**config.mk**
```make
export PLATFORM = sky130hd
export DESIGN_NAME = preempt_timer_flat
export DESIGN_NICKNAME = d
export VERILOG_FILES = /design/src/rtl/preempt_timer_pkg.sv /design/src/rtl/preempt_timer_if.sv /design/src/rtl/preempt_timer_rr_next_sel.sv /design/src/rtl/preempt_timer.sv /design/src/flat_wrapper.sv
export SDC_FILE = /design/constraint.sdc
export NUM_CORES = 1
export LEC_CHECK = 0
export CAP_MARGIN = 20
export CORE_MARGIN = 2
export CORE_UTILIZATION = 45
export CTS_BUF_LIST = sky130_fd_sc_hd__clkbuf_8
export DETAILED_ROUTE_END_ITERATION = 12
export GPL_ROUTABILITY_DRIVEN = 0
export GPL_TIMING_DRIVEN = 0
export PLACE_DENSITY = 0.66
export SYNTH_ARGS = -nofsm -noshare
export SYNTH_HDL_FRONTEND = slang
export SYNTH_SLANG_ARGS = --single-unit
```
**constraint.sdc**
```tcl
create_clock -name clk -period 3.1 [get_ports clk]
set_input_delay 0.465 -clock clk [delete_from_list [all_inputs] [get_ports clk]]
set_output_delay 0.465 -clock clk [all_outputs]
set_load 0.005 [all_outputs]
```
**src/rtl/preempt_timer_pkg.sv**
```systemverilog
// Shared definitions for the preemptive context-switch timer:
// command encodings, FSM states and slot-index width derivation.
package preempt_pkg;

    typedef enum logic [2:0] {
        CMD_NOP         = 3'b000,
        CMD_SET_QUANTUM = 3'b001,
        CMD_READ_PC     = 3'b010,
        CMD_SET_PC      = 3'b011,
        CMD_START       = 3'b100,
        CMD_STOP        = 3'b101,
        CMD_ACK         = 3'b110,
        CMD_KILL        = 3'b111
    } cmd_e;

    typedef enum logic [1:0] {
        ST_IDLE    = 2'd0,
        ST_RUN     = 2'd1,
        ST_HANDLER = 2'd2
    } state_e;

    function automatic int idw_f(input int n);
        return (n <= 2) ? 1 : $clog2(n);
    endfunction

endpackage

```
**src/rtl/preempt_timer_if.sv**
```systemverilog
// CPU-side bundle of the preempt timer: command/data inputs and
// the PC-mux / status outputs.
interface preempt_timer_if
    import preempt_pkg::*;
#(
    parameter int WIDTH = 32,
    parameter int NPROC = 4,
    parameter int CNT_W = 16
) ();
    localparam int IDW = idw_f(NPROC);

    logic             halt;
    logic [WIDTH-1:0] pc_in;
    cmd_e             cmd;
    logic [IDW-1:0]   sel;
    logic [WIDTH-1:0] wdata;
    logic [WIDTH-1:0] rdata;
    logic [WIDTH-1:0] vector_addr;
    logic             finish;
    logic [CNT_W-1:0] count;
    logic [IDW-1:0]   cur_id;
    logic             running;
    logic             in_handler;

    modport slave (
        input  halt, pc_in, cmd, sel, wdata,
        output rdata, vector_addr, finish, count, cur_id, running, in_handler
    );

    modport master (
        output halt, pc_in, cmd, sel, wdata,
        input  rdata, vector_addr, finish, count, cur_id, running, in_handler
    );
endinterface

```
**src/rtl/preempt_timer_rr_next_sel.sv**
```systemverilog
// Circular priority search over the active mask, starting one past cur_id.
// Falls back to cur_id when no other slot is active.
module rr_next_sel
    import preempt_pkg::*;
#(
    parameter int NPROC = 4,
    parameter int IDW   = idw_f(NPROC)
) (
    input  logic [NPROC-1:0] active,
    input  logic [IDW-1:0]   cur_id,
    output logic [IDW-1:0]   next_id
);
    logic [IDW-1:0] idx;
    logic           found;

    always_comb begin
        next_id = cur_id;
        found   = 1'b0;
        idx     = '0;
        // NPROC is a power of two, so the index add wraps naturally
        for (int i = 1; i < NPROC; i++) begin
            idx = cur_id + IDW'(i);
            if (!found && active[idx]) begin
                next_id = idx;
                found   = 1'b1;
            end
        end
    end
endmodule

```
**src/rtl/preempt_timer.sv**
```systemverilog
// Preemptive round-robin context-switch timer: per-slot PC/quantum/active
// registers, a countdown that strobes finish on expiry, and a handler handshake.
module preempt_timer
    import preempt_pkg::*;
#(
    parameter int WIDTH           = 32,
    parameter int NPROC           = 4,
    parameter int CNT_W           = 16,
    parameter int DEFAULT_QUANTUM = 100,
    parameter int HANDLER_ADDR    = 151
) (
    input  logic            clk,
    input  logic            reset,
    preempt_timer_if.slave  bus
);
    localparam int IDW = idw_f(NPROC);

    state_e                       state_q, state_d;
    logic [CNT_W-1:0]             count_q, count_d;
    logic [IDW-1:0]               cur_id_q, cur_id_d, next_id;
    logic [NPROC-1:0][WIDTH-1:0]  saved_pc_q, saved_pc_d;
    logic [NPROC-1:0][CNT_W-1:0]  quantum_q, quantum_d;
    logic [NPROC-1:0]             active_q, active_d;
    logic                         expire;

    rr_next_sel #(.NPROC(NPROC), .IDW(IDW)) u_rr (
        .active  (active_q),
        .cur_id  (cur_id_q),
        .next_id (next_id)
    );

    // STOP in the same cycle suppresses expiry; quantum 0 never expires
    assign expire = (state_q == ST_RUN) && !bus.halt && (count_q == CNT_W'(1)) &&
                    (quantum_q[cur_id_q] != '0) && (bus.cmd != CMD_STOP);

    always_ff @(posedge clk or negedge reset) begin
        if (!reset) state_q <= ST_IDLE;
        else        state_q <= state_d;
    end

    always_comb begin
        state_d = state_q;
        if (!bus.halt) begin
            case (state_q)
                ST_IDLE:    if (bus.cmd == CMD_START) state_d = ST_RUN;
                ST_RUN:     if (bus.cmd == CMD_STOP)  state_d = ST_IDLE;
                            else if (expire)          state_d = ST_HANDLER;
                ST_HANDLER: if (bus.cmd == CMD_STOP)  state_d = ST_IDLE;
                            else if (bus.cmd == CMD_ACK) state_d = ST_RUN;
                default:    state_d = ST_IDLE;
            endcase
        end
    end

    always_comb begin
        bus.finish      = expire;
        bus.running     = (state_q == ST_RUN);
        bus.in_handler  = (state_q == ST_HANDLER);
        bus.rdata       = saved_pc_q[bus.sel];
        bus.vector_addr = WIDTH'(HANDLER_ADDR);
        bus.count       = count_q;
        bus.cur_id      = cur_id_q;
    end

    always_comb begin
        count_d    = count_q;
        cur_id_d   = cur_id_q;
        saved_pc_d = saved_pc_q;
        quantum_d  = quantum_q;
        active_d   = active_q;
        if (!bus.halt) begin
            case (bus.cmd)
                CMD_SET_QUANTUM: quantum_d[bus.sel] = bus.wdata[CNT_W-1:0];
                CMD_SET_PC: begin
                    saved_pc_d[bus.sel] = bus.wdata;
                    active_d[bus.sel]   = 1'b1;
                end
                CMD_KILL:        active_d[bus.sel] = 1'b0;
                default: ;
            endcase
            case (state_q)
                ST_IDLE: if (bus.cmd == CMD_START) begin
                    cur_id_d = bus.sel;
                    count_d  = quantum_q[bus.sel];
                end
                ST_RUN: if (bus.cmd == CMD_STOP) begin
                    count_d = '0;
                end else begin
                    if (count_q != '0) count_d = count_q - CNT_W'(1);
                    // capture after the SET_PC write so the live PC wins
                    if (expire) begin
                        saved_pc_d[cur_id_q] = bus.pc_in;
                        cur_id_d             = next_id;
                    end
                end
                ST_HANDLER: if (bus.cmd == CMD_STOP) count_d = '0;
                            else if (bus.cmd == CMD_ACK) count_d = quantum_q[cur_id_q];
                default: ;
            endcase
        end
    end

    always_ff @(posedge clk or negedge reset) begin
        if (!reset) begin
            count_q    <= '0;
            cur_id_q   <= '0;
            saved_pc_q <= '0;
            quantum_q  <= {NPROC{CNT_W'(DEFAULT_QUANTUM)}};
            active_q   <= NPROC'(1);
        end else begin
            count_q    <= count_d;
            cur_id_q   <= cur_id_d;
            saved_pc_q <= saved_pc_d;
            quantum_q  <= quantum_d;
            active_q   <= active_d;
        end
    end
endmodule
```
**src/flat_wrapper.sv**
```systemverilog
// flat-port wrapper written by rule: the top's interface ports become plain ports
module preempt_timer_flat import preempt_pkg::*;
#(
    parameter int WIDTH           = 32,
    parameter int NPROC           = 4,
    parameter int CNT_W           = 16,
    parameter int DEFAULT_QUANTUM = 100,
    parameter int HANDLER_ADDR    = 151
)
  (clk, reset, bus_halt, bus_pc_in, bus_cmd, bus_sel, bus_wdata, bus_rdata, bus_vector_addr, bus_finish, bus_count, bus_cur_id, bus_running, bus_in_handler);
  preempt_timer_if #(.WIDTH(WIDTH), .NPROC(NPROC), .CNT_W(CNT_W)) bus_i ();
  input  logic clk;
  input  logic reset;
  input wire logic [$bits(bus_i.halt)-1:0] bus_halt;
  input wire logic [$bits(bus_i.pc_in)-1:0] bus_pc_in;
  input wire logic [$bits(bus_i.cmd)-1:0] bus_cmd;
  input wire logic [$bits(bus_i.sel)-1:0] bus_sel;
  input wire logic [$bits(bus_i.wdata)-1:0] bus_wdata;
  output wire logic [$bits(bus_i.rdata)-1:0] bus_rdata;
  output wire logic [$bits(bus_i.vector_addr)-1:0] bus_vector_addr;
  output wire logic [$bits(bus_i.finish)-1:0] bus_finish;
  output wire logic [$bits(bus_i.count)-1:0] bus_count;
  output wire logic [$bits(bus_i.cur_id)-1:0] bus_cur_id;
  output wire logic [$bits(bus_i.running)-1:0] bus_running;
  output wire logic [$bits(bus_i.in_handler)-1:0] bus_in_handler;
  assign bus_i.halt = bus_halt;
  assign bus_i.pc_in = bus_pc_in;
  assign bus_i.cmd = bus_cmd;
  assign bus_i.sel = bus_sel;
  assign bus_i.wdata = bus_wdata;
  assign bus_rdata = bus_i.rdata;
  assign bus_vector_addr = bus_i.vector_addr;
  assign bus_finish = bus_i.finish;
  assign bus_count = bus_i.count;
  assign bus_cur_id = bus_i.cur_id;
  assign bus_running = bus_i.running;
  assign bus_in_handler = bus_i.in_handler;
  preempt_timer #(.WIDTH(WIDTH), .NPROC(NPROC), .CNT_W(CNT_W), .DEFAULT_QUANTUM(DEFAULT_QUANTUM), .HANDLER_ADDR(HANDLER_ADDR)) u_core (.clk(clk), .reset(reset), .bus(bus_i));
endmodule
```
==> metrics.md, run 1 <==
| Metric | Value |
|---|---|
| GRT overflow | `0` |
| CP peak stage delay | `0.58 ns` |
| Outcome | `finished, violations left` |
| Hold slack | `0.395 ns` |
| Post-route worst setup slack | `-0.0117 ns` |
| Final Hold Viols | `0` |
| H-tree levels | `2` |
| Most used DFF post-synth | `dfrtp_1` |
| RSZ-0062 raised after global routing | `yes` |
| Layout cells sized above 1 | `20.5%` |
| Fillers | `2554` |
| Area Growth Syn to Fin | `22.5%` |
| Clock Tree Buf Depth | `3` |
| Critical path class | `reg -> out` |
| Max-cap violation count | `0` |
| Mapped Avg Cell Area | `10.2 um2` |
| Via/cell ratio | `6.13` |
| Failing checks | `setup timing` |
| Dpl cell area | `15100 um2` |
| Gate Count Post-Synth | `1304` |
| TritonCTS clock tree | `done` |
| DP HPWL | `29.6 mm` |
| Design area | `16300 um2` |
| Ys Warns | `0` |
| Setup TNS | `-0.0117 ns` |
| Setup crit end kind | `output pin` |
| Ant. Diodes | `0` |
| DR pass1 iterations | `7` |
| Max-slew violation count | `0` |
| Critical-path maximum fanout | `8` |
| Layout Skew | `0.0352 ns` |
| Chip width | `176 um` |
| Clock-pin slew on the worst setup and hold paths | `0.06 ns` |
| Crit path required time | `2.63 ns` |
| Row count | `62` |
| Type of origin of the critical path | `flip-flop` |
| First-pass GRT wire length | `67.2 mm` |
| Max VDD drop | `269 uV` |
| Core area | `28900 um2` |
| Worst path slowest cell | `mux4_2` |
| Post-DRT Antenna Nets | `0` |
| Netlist cell types | `60` |
| CTS buffer count | `40` |
| Critical-path cell list | `buf_12 -> buf_12 -> mux4_2 -> nor4_4 -> nand4_4 -> and2_4 -> buf_6` |
| CP delay by family, top | `simple AND/OR/NAND/NOR gates` |
| Via count | `11800` |
| Initial Utilization | `46.0%` |
| Top cells by area, synth | `dfrtp_1 38%, mux4_2 11%, a221o_1 9.3%` |
| HP Class | `in -> reg` |
| Post-synth EDFFs | `0` |
| Avg WL per Cell | `22.7 um` |
| Synth Cell Area | `13300 um2` |
| Pin count of the biggest net entering global routing | `116` |
| CP dominant cell by count | `buf_12` |
| Area share of the largest cell type after synthesis | `38.3%` |
| CP bufs+invs | `3` |
| Initial DRC count | `1429` |
| Clock sink count | `216` |
| Layout Utilization | `56.4%` |
| Worst slew margin | `35.0%` |
| Count leader, synth | `nand2_1` |
| Worst-Skew Late Latency | `0.56 ns` |
| Vias in the first global route | `11500` |
| Sequential area share after synthesis | `40.8%` |
| Post-route DRC | `0` |
| Final Setup Violations | `1` |
| Antenna violations before repair | `1` |
| Number of synthesized register bits | `216` |
| Power Dens Cells | `591 nW/um2` |
| Nets | `1596` |
| Top Ports | `157` |
| Worst slew pin tran | `0.961 ns` |
| Root buf cell | `clkbuf_8` |
| Top cell type by total area after synthesis | `dfrtp_1` |
| FMAX | `321 MHz` |
| Ys async rst share | `100%` |
| Fin crit share | `100%` |
| Period minus WS final | `3.11 ns` |
| Die height | `176 um` |
| Static Leak | `0.00671 uW` |
| Die area | `30900 um2` |
| Buffers on Ports | `121` |
| DRT Wirelength | `43.8 mm` |
| Most frequent cells after synthesis | `296 x nand2_1, 203 x dfrtp_1, 134 x a21oi_1, 124 x a221o_1` |
| Gr usage total | `28.2%` |
| Worst EP arrival | `2.65 ns` |
-- path summary, 6_finish.rpt --
path                                       from                     to  slack (ns)  depth (start not counted)
min reg2reg                u_core.quantum_q[59]   u_core.quantum_q[59]        0.52                          1
max in group asynchronous                 reset  u_core.saved_pc_q[28]        1.48                          3
min                                  bus_cmd[2]              flip-flop        0.40                          2
max                        u_core.bus.cur_id[0]             bus_finish       -0.01                          7
min in group asynchronous                 reset   u_core.quantum_q[14]        0.56                          2
max reg2reg                u_core.bus.cur_id[0]  u_core.saved_pc_q[96]        0.15                         10
-- stage by stage --
stage / worst slack (ns) / cells / power, uW
2_1_floorplan: 0.391 / 1334 / 5340
3_3_place_gp: -7.97 / 1839 / 6320
3_5_place_dp: -1.22 / 1840 / 6380
4_1_cts: -0.0521 / 1924 / 9480
5_1_grt: -0.0838 / 1927 / 10000
6_report: -0.0117 / 1927 / 9610
-- cells in the final DEF, fill, tap and decap left out, drive strengths merged, types with 4 or more instances in the layout --
cell type	count
inv	23
a21oi	134
and2	5
o311ai	5
nand2	296
mux4	66
o31ai	4
ha	10
nand3	10
clkbuf	122
mux2i	6
nand3b	4
a21o	4
nor3	11
buf	92
a22oi	5
o21ai	11
a22o	5
conb	32
a31oi	8
nor2b	69
nor4	5
dfstp	13
o211ai	9
a221o	124
nor2	25
clkdlybuf4s50	119
a32o	6
dfrtp	203
mux2	67
and3	6
or2	9
-- routing by layer --
layer | up-vias | GRT usage, % | part of all wire [%]
met5 | - | 0 | 0.030
met4 | 2 | 8.75 | 2.8
met3 | 93 | 5.24 | 9.6
met2 | 654 | 44.0 | 46
met1 | 5854 | 39.9 | 42
li1 | 5208 | - | -
-- layout make-up --
type | instances | area, um2 | area share, %
Tap cell | 384 | 480 | 2.95
Inverter | 8 | 30.0 | 0.185
Timing Repair Buffer | 139 | 1410 | 8.68
Sequential cell | 216 | 5420 | 33.3
Clock buffer | 53 | 729 | 4.49
Multi-Input combinational cell | 967 | 7170 | 44.1
Clock inverter | 18 | 96.3 | 0.592
Buffer | 142 | 925 | 5.69
-- repair_timing --
action / CTS / global route
hold buffers: 1 / 0
setup endpoints to repair: 159 / 35
gates resized for setup: 47 / 10
endpoints found under the hold margin: 11 / 0
buffers inserted: 12 / 3
pin swaps: 4 / 3
gates cloned: 1 / 0
-- logic make-up (layout without fill, tap and decap cells) --
| kind of cell | Yosys count | count (layout) | share of synthesized area, % |
|---|---|---|---|
| AO/OA/AOI/OAI | 331 | 331 | 18.6 |
| buffers and inverters | 151 | 360 | 6.61 |
| other | 2 | 32 | 0.0566 |
| flip-flops | 216 | 216 | 40.8 |
| AND/OR/NAND/NOR | 454 | 454 | 15.6 |
| adder cells (fa/ha/maj) | 10 | 10 | 0.943 |
| multiplexers | 139 | 139 | 17.3 |
| XOR/XNOR | 1 | 1 | 0.0660 |
-- state kept, by name, summed over array words and instances, names as in the netlist, named ones only --
| signal | flops |
|---|---|
| u_core.saved_pc_q | 128 |
| u_core.state_q | 2 |
| u_core.quantum_q | 64 |
| u_core.bus.cur_id | 2 |
| u_core.bus.count | 16 |
-- report_power, final --
part	switching (uW)	leakage, uW	internal (uW)
Sequential	347	0.00223	3180
Clock	1260	0.000483	1600
Combinational	1600	0.00400	1620
Total	3210	0.00671	6400
Note: power is estimated with default switching activity, not from simulation.
==> inputs of run 2 (changes only) <==
--- a/config.mk
+++ b/config.mk
@@ -7,12 +7,12 @@
 export LEC_CHECK = 0
 export CAP_MARGIN = 20
 export CORE_MARGIN = 2
-export CORE_UTILIZATION = 45
+export CORE_UTILIZATION = 50
 export CTS_BUF_LIST = sky130_fd_sc_hd__clkbuf_8
 export DETAILED_ROUTE_END_ITERATION = 12
 export GPL_ROUTABILITY_DRIVEN = 0
 export GPL_TIMING_DRIVEN = 0
-export PLACE_DENSITY = 0.66
+export PLACE_DENSITY = 0.73
 export SYNTH_ARGS = -nofsm -noshare
 export SYNTH_HDL_FRONTEND = slang
 export SYNTH_SLANG_ARGS = --single-unit
==> run 2 against run 1 <==
The run now ends clean. Final cell count is 2.7% lower. Design area is 0.63% lower. Total power is 2.1% lower. Combinational power hardly changed. Routed wire length is 2.1% lower. Maximum frequency is 1.7% higher. Worst setup slack better by 0.053 ns. Sequential power hardly changed. Non-clock buffer count stayed put. Clock power is 7.3% lower. First-iteration DRC count is 14% higher. Largest power group unchanged.
==> metrics.md, run 2 (same netlist as run 1, synthesis figures left out) <==
| Metric | Value |
|---|---|
| Pin count of the biggest net entering global routing | `115` |
| Largest register FFs | `128` |
| Met2 Track Usage GR | `45.4%` |
| Root buf cell | `clkbuf_8` |
| Post-route DRC | `0` |
| Clock sink count | `216` |
| CP peak stage delay | `0.58 ns` |
| Chip width | `167 um` |
| Fillers | `2145` |
| Met1 usage | `43.5%` |
| CTS buffer count | `39` |
| Hold slack | `0.339 ns` |
| Most used routing layer in global routing | `met2` |
| Static Leak | `0.00669 uW` |
| Initial Utilization | `50.9%` |
| Critical-path maximum fanout | `4` |
| Vias in the first global route | `11700` |
| Worst Reg2Reg Path Length in Cells | `11` |
| Area Growth Syn to Fin | `21.7%` |
| Most frequent cells in the layout | `296 x nand2_1, 201 x dfrtp_1, 133 x a21oi_1` |
| DR pass1 iterations | `6` |
| FF-to-FF End | `u_core.saved_pc_q[102]` |
| Total power | `9410 uW` |
| First-pass GRT wire length | `66.5 mm` |
| Switching share of power | `34.0%` |
| Place WS | `-1.18 ns` |
| Dpl cell area | `15100 um2` |
| Core area | `26100 um2` |
| Avg WL per Cell | `22.9 um` |
| Via count | `12000` |
| Comb pwr share | `34.3%` |
| Design area | `16200 um2` |
| Layout cells sized above 1 | `20.4%` |
| DRT Wirelength | `42.8 mm` |
| Antenna violations before repair | `0` |
| CP dominant cell by count | `buf_6` |
| R2R Setup Slk | `0.08 ns` |
| Crit path required time | `2.63 ns` |
| Largest Register | `u_core.saved_pc_q` |
| Critical path class | `reg -> out` |
| Setup TNS | `0 ns` |
| Most common cell after layout, fill and taps aside | `nand2_1` |
| FMAX | `327 MHz` |
| Die height | `167 um` |
| Row count | `59` |
| Post-route worst setup slack | `0.0409 ns` |
| Worst EP arrival | `2.59 ns` |
| Max-slew violation count | `0` |
| Nets | `1595` |
| Layout Skew | `0.0169 ns` |
| Fin crit share | `98.7%` |
| Initial DRC count | `1623` |
| Worst slew pin tran | `0.936 ns` |
| Buffers on Ports | `121` |
| M3 GR Usage | `5.06%` |
| Max VDD drop | `398 uV` |
| P_sw | `3190 uW` |
| Max-cap violation count | `0` |
| Final Hold Viols | `0` |
| Int Power | `6210 uW` |
| Sequential power share | `37.5%` |
| CP bufs+invs | `3` |
| Outcome | `completed` |
| CP delay by family, top | `simple AND/OR/NAND/NOR gates` |
| RSZ-0062 raised after global routing | `yes` |
| GRT overflow | `0` |
| HP Class | `in -> async` |
| Gr usage total | `30.4%` |
| Type of origin of the critical path | `flip-flop` |
| Worst slew margin | `37.1%` |
| Ant. Diodes | `0` |
| Clock Tree Buf Depth | `3` |
| Top Ports | `157` |
| Clock Power Share | `28.2%` |
| Post-DRT Antenna Nets | `0` |
| Clock-pin slew on the worst setup and hold paths | `0.06 ns` |
| TritonCTS clock tree | `done` |
| Critical-path cell list | `buf_6 -> buf_16 -> mux4_2 -> nor4_4 -> nand4_2 -> and2_4 -> buf_6` |
| Die area | `27900 um2` |
| H-tree levels | `2` |
| Final Setup Violations | `0` |
| Worst-Skew Late Latency | `0.55 ns` |
| Setup crit end kind | `output pin` |
| Worst path slowest cell | `mux4_2` |
| Via/cell ratio | `6.38` |
| Period minus WS final | `3.06 ns` |
| FF-to-FF Start | `u_core.bus.cur_id[0]` |
| DP HPWL | `28.9 mm` |
| Power Dens Cells | `582 nW/um2` |
run 2: cell types whose count changed in the layout (fill, tap and decap cells not counted), sizes merged:
cell,delta
clkinvlp,+2
buf,-1
clkdlybuf4s50,-1
inv,+3
clkbuf,-7
dlymetal6s2s,+1
run 2: final cells by class:
| class | count | area (um2) | area share, % |
|---|---|---|---|
| timing repair buffer | 140 | 1470 | 9.09 |
| tap | 335 | 419 | 2.59 |
| buffer | 141 | 906 | 5.61 |
| clock buffer | 45 | 619 | 3.83 |
| inverter | 8 | 30.0 | 0.186 |
| multi-input combinational | 967 | 7160 | 44.3 |
| clock inverter | 23 | 128 | 0.790 |
| sequential | 216 | 5420 | 33.6 |
run 2: how the worst max path moves through the flow:
| stage | startpoint | end | slack (ns) | cells after the start |
|---|---|---|---|---|
| global placement | reset | u_core.saved_pc_q[58] | -7.84 | 1 |
| detailed placement | bus_sel[1] | bus_rdata[1] | -1.18 | 6 |
| global route | u_core.bus.cur_id[0] | bus_finish | -0.03 | 7 |
| CTS | u_core.bus.cur_id[0] | bus_finish | 0.005 | 8 |
| finish | u_core.bus.cur_id[0] | bus_finish | 0.04 | 7 |
| floorplan | bus_sel[0] | bus_rdata[13] | 0.39 | 5 |
run 2: per-stage QoR:
stage / std cells / utilization [%]
floorplan: 1334 / -
global placement: 1790 / 57.6
detailed placement: 1792 / 57.9
CTS: 1871 / 61.8
global route: 1875 / 62.0
finish: 1875 / 62.0
run 2: layer usage:
layer	routed length (um)	vias up	share of wire, %
met5	0	-	0
met4	1690	0	3.9
met3	4260	121	10
met2	19400	749	45
met1	17500	5891	41
li1	-	5207	-
run 2: power by group through the flow:
stage	combinational, uW	sequential (uW)	clock (uW)
final	3220	3530	2650
after global routing	3440	3580	2800
after CTS	3120	3510	2660
after detailed placement	2810	3550	0
after global placement	2750	3530	0
after floorplan	1880	3460	0
run 2: timing repair:
| item | CTS | global route |
|---|---|---|
| cloned | 2 | 0 |
| endpoints found under the hold margin | 21 | 0 |
| hold buffers | 1 | 0 |
| setup buffers | 10 | 5 |
| setup endpoints to repair | 158 | 135 |
| pin swaps | 5 | 3 |
| gates resized for setup | 55 | 11 |
run 2: worst register-to-register path, stage by stage (launching register included):
cell and delay, ns:
dfrtp_2 0.41, buf_6 0.16, buf_16 0.13, mux4_2 0.58
nor4_4 0.31, nand4_2 0.17, buf_4 0.17, buf_4 0.13
and3_1 0.19, buf_6 0.16, buf_6 0.17, a221o_1 0.34
==> inputs of run 3 (changes only) <==
--- a/config.mk
+++ b/config.mk
@@ -9,6 +9,7 @@
 export CORE_MARGIN = 2
 export CORE_UTILIZATION = 50
 export CTS_BUF_LIST = sky130_fd_sc_hd__clkbuf_8
+export CTS_CLUSTER_SIZE = 20
 export DETAILED_ROUTE_END_ITERATION = 12
 export GPL_ROUTABILITY_DRIVEN = 0
 export GPL_TIMING_DRIVEN = 0
==> results of run 3 <==
The final DEF is identical to that of run 2; final timing and power are the same.
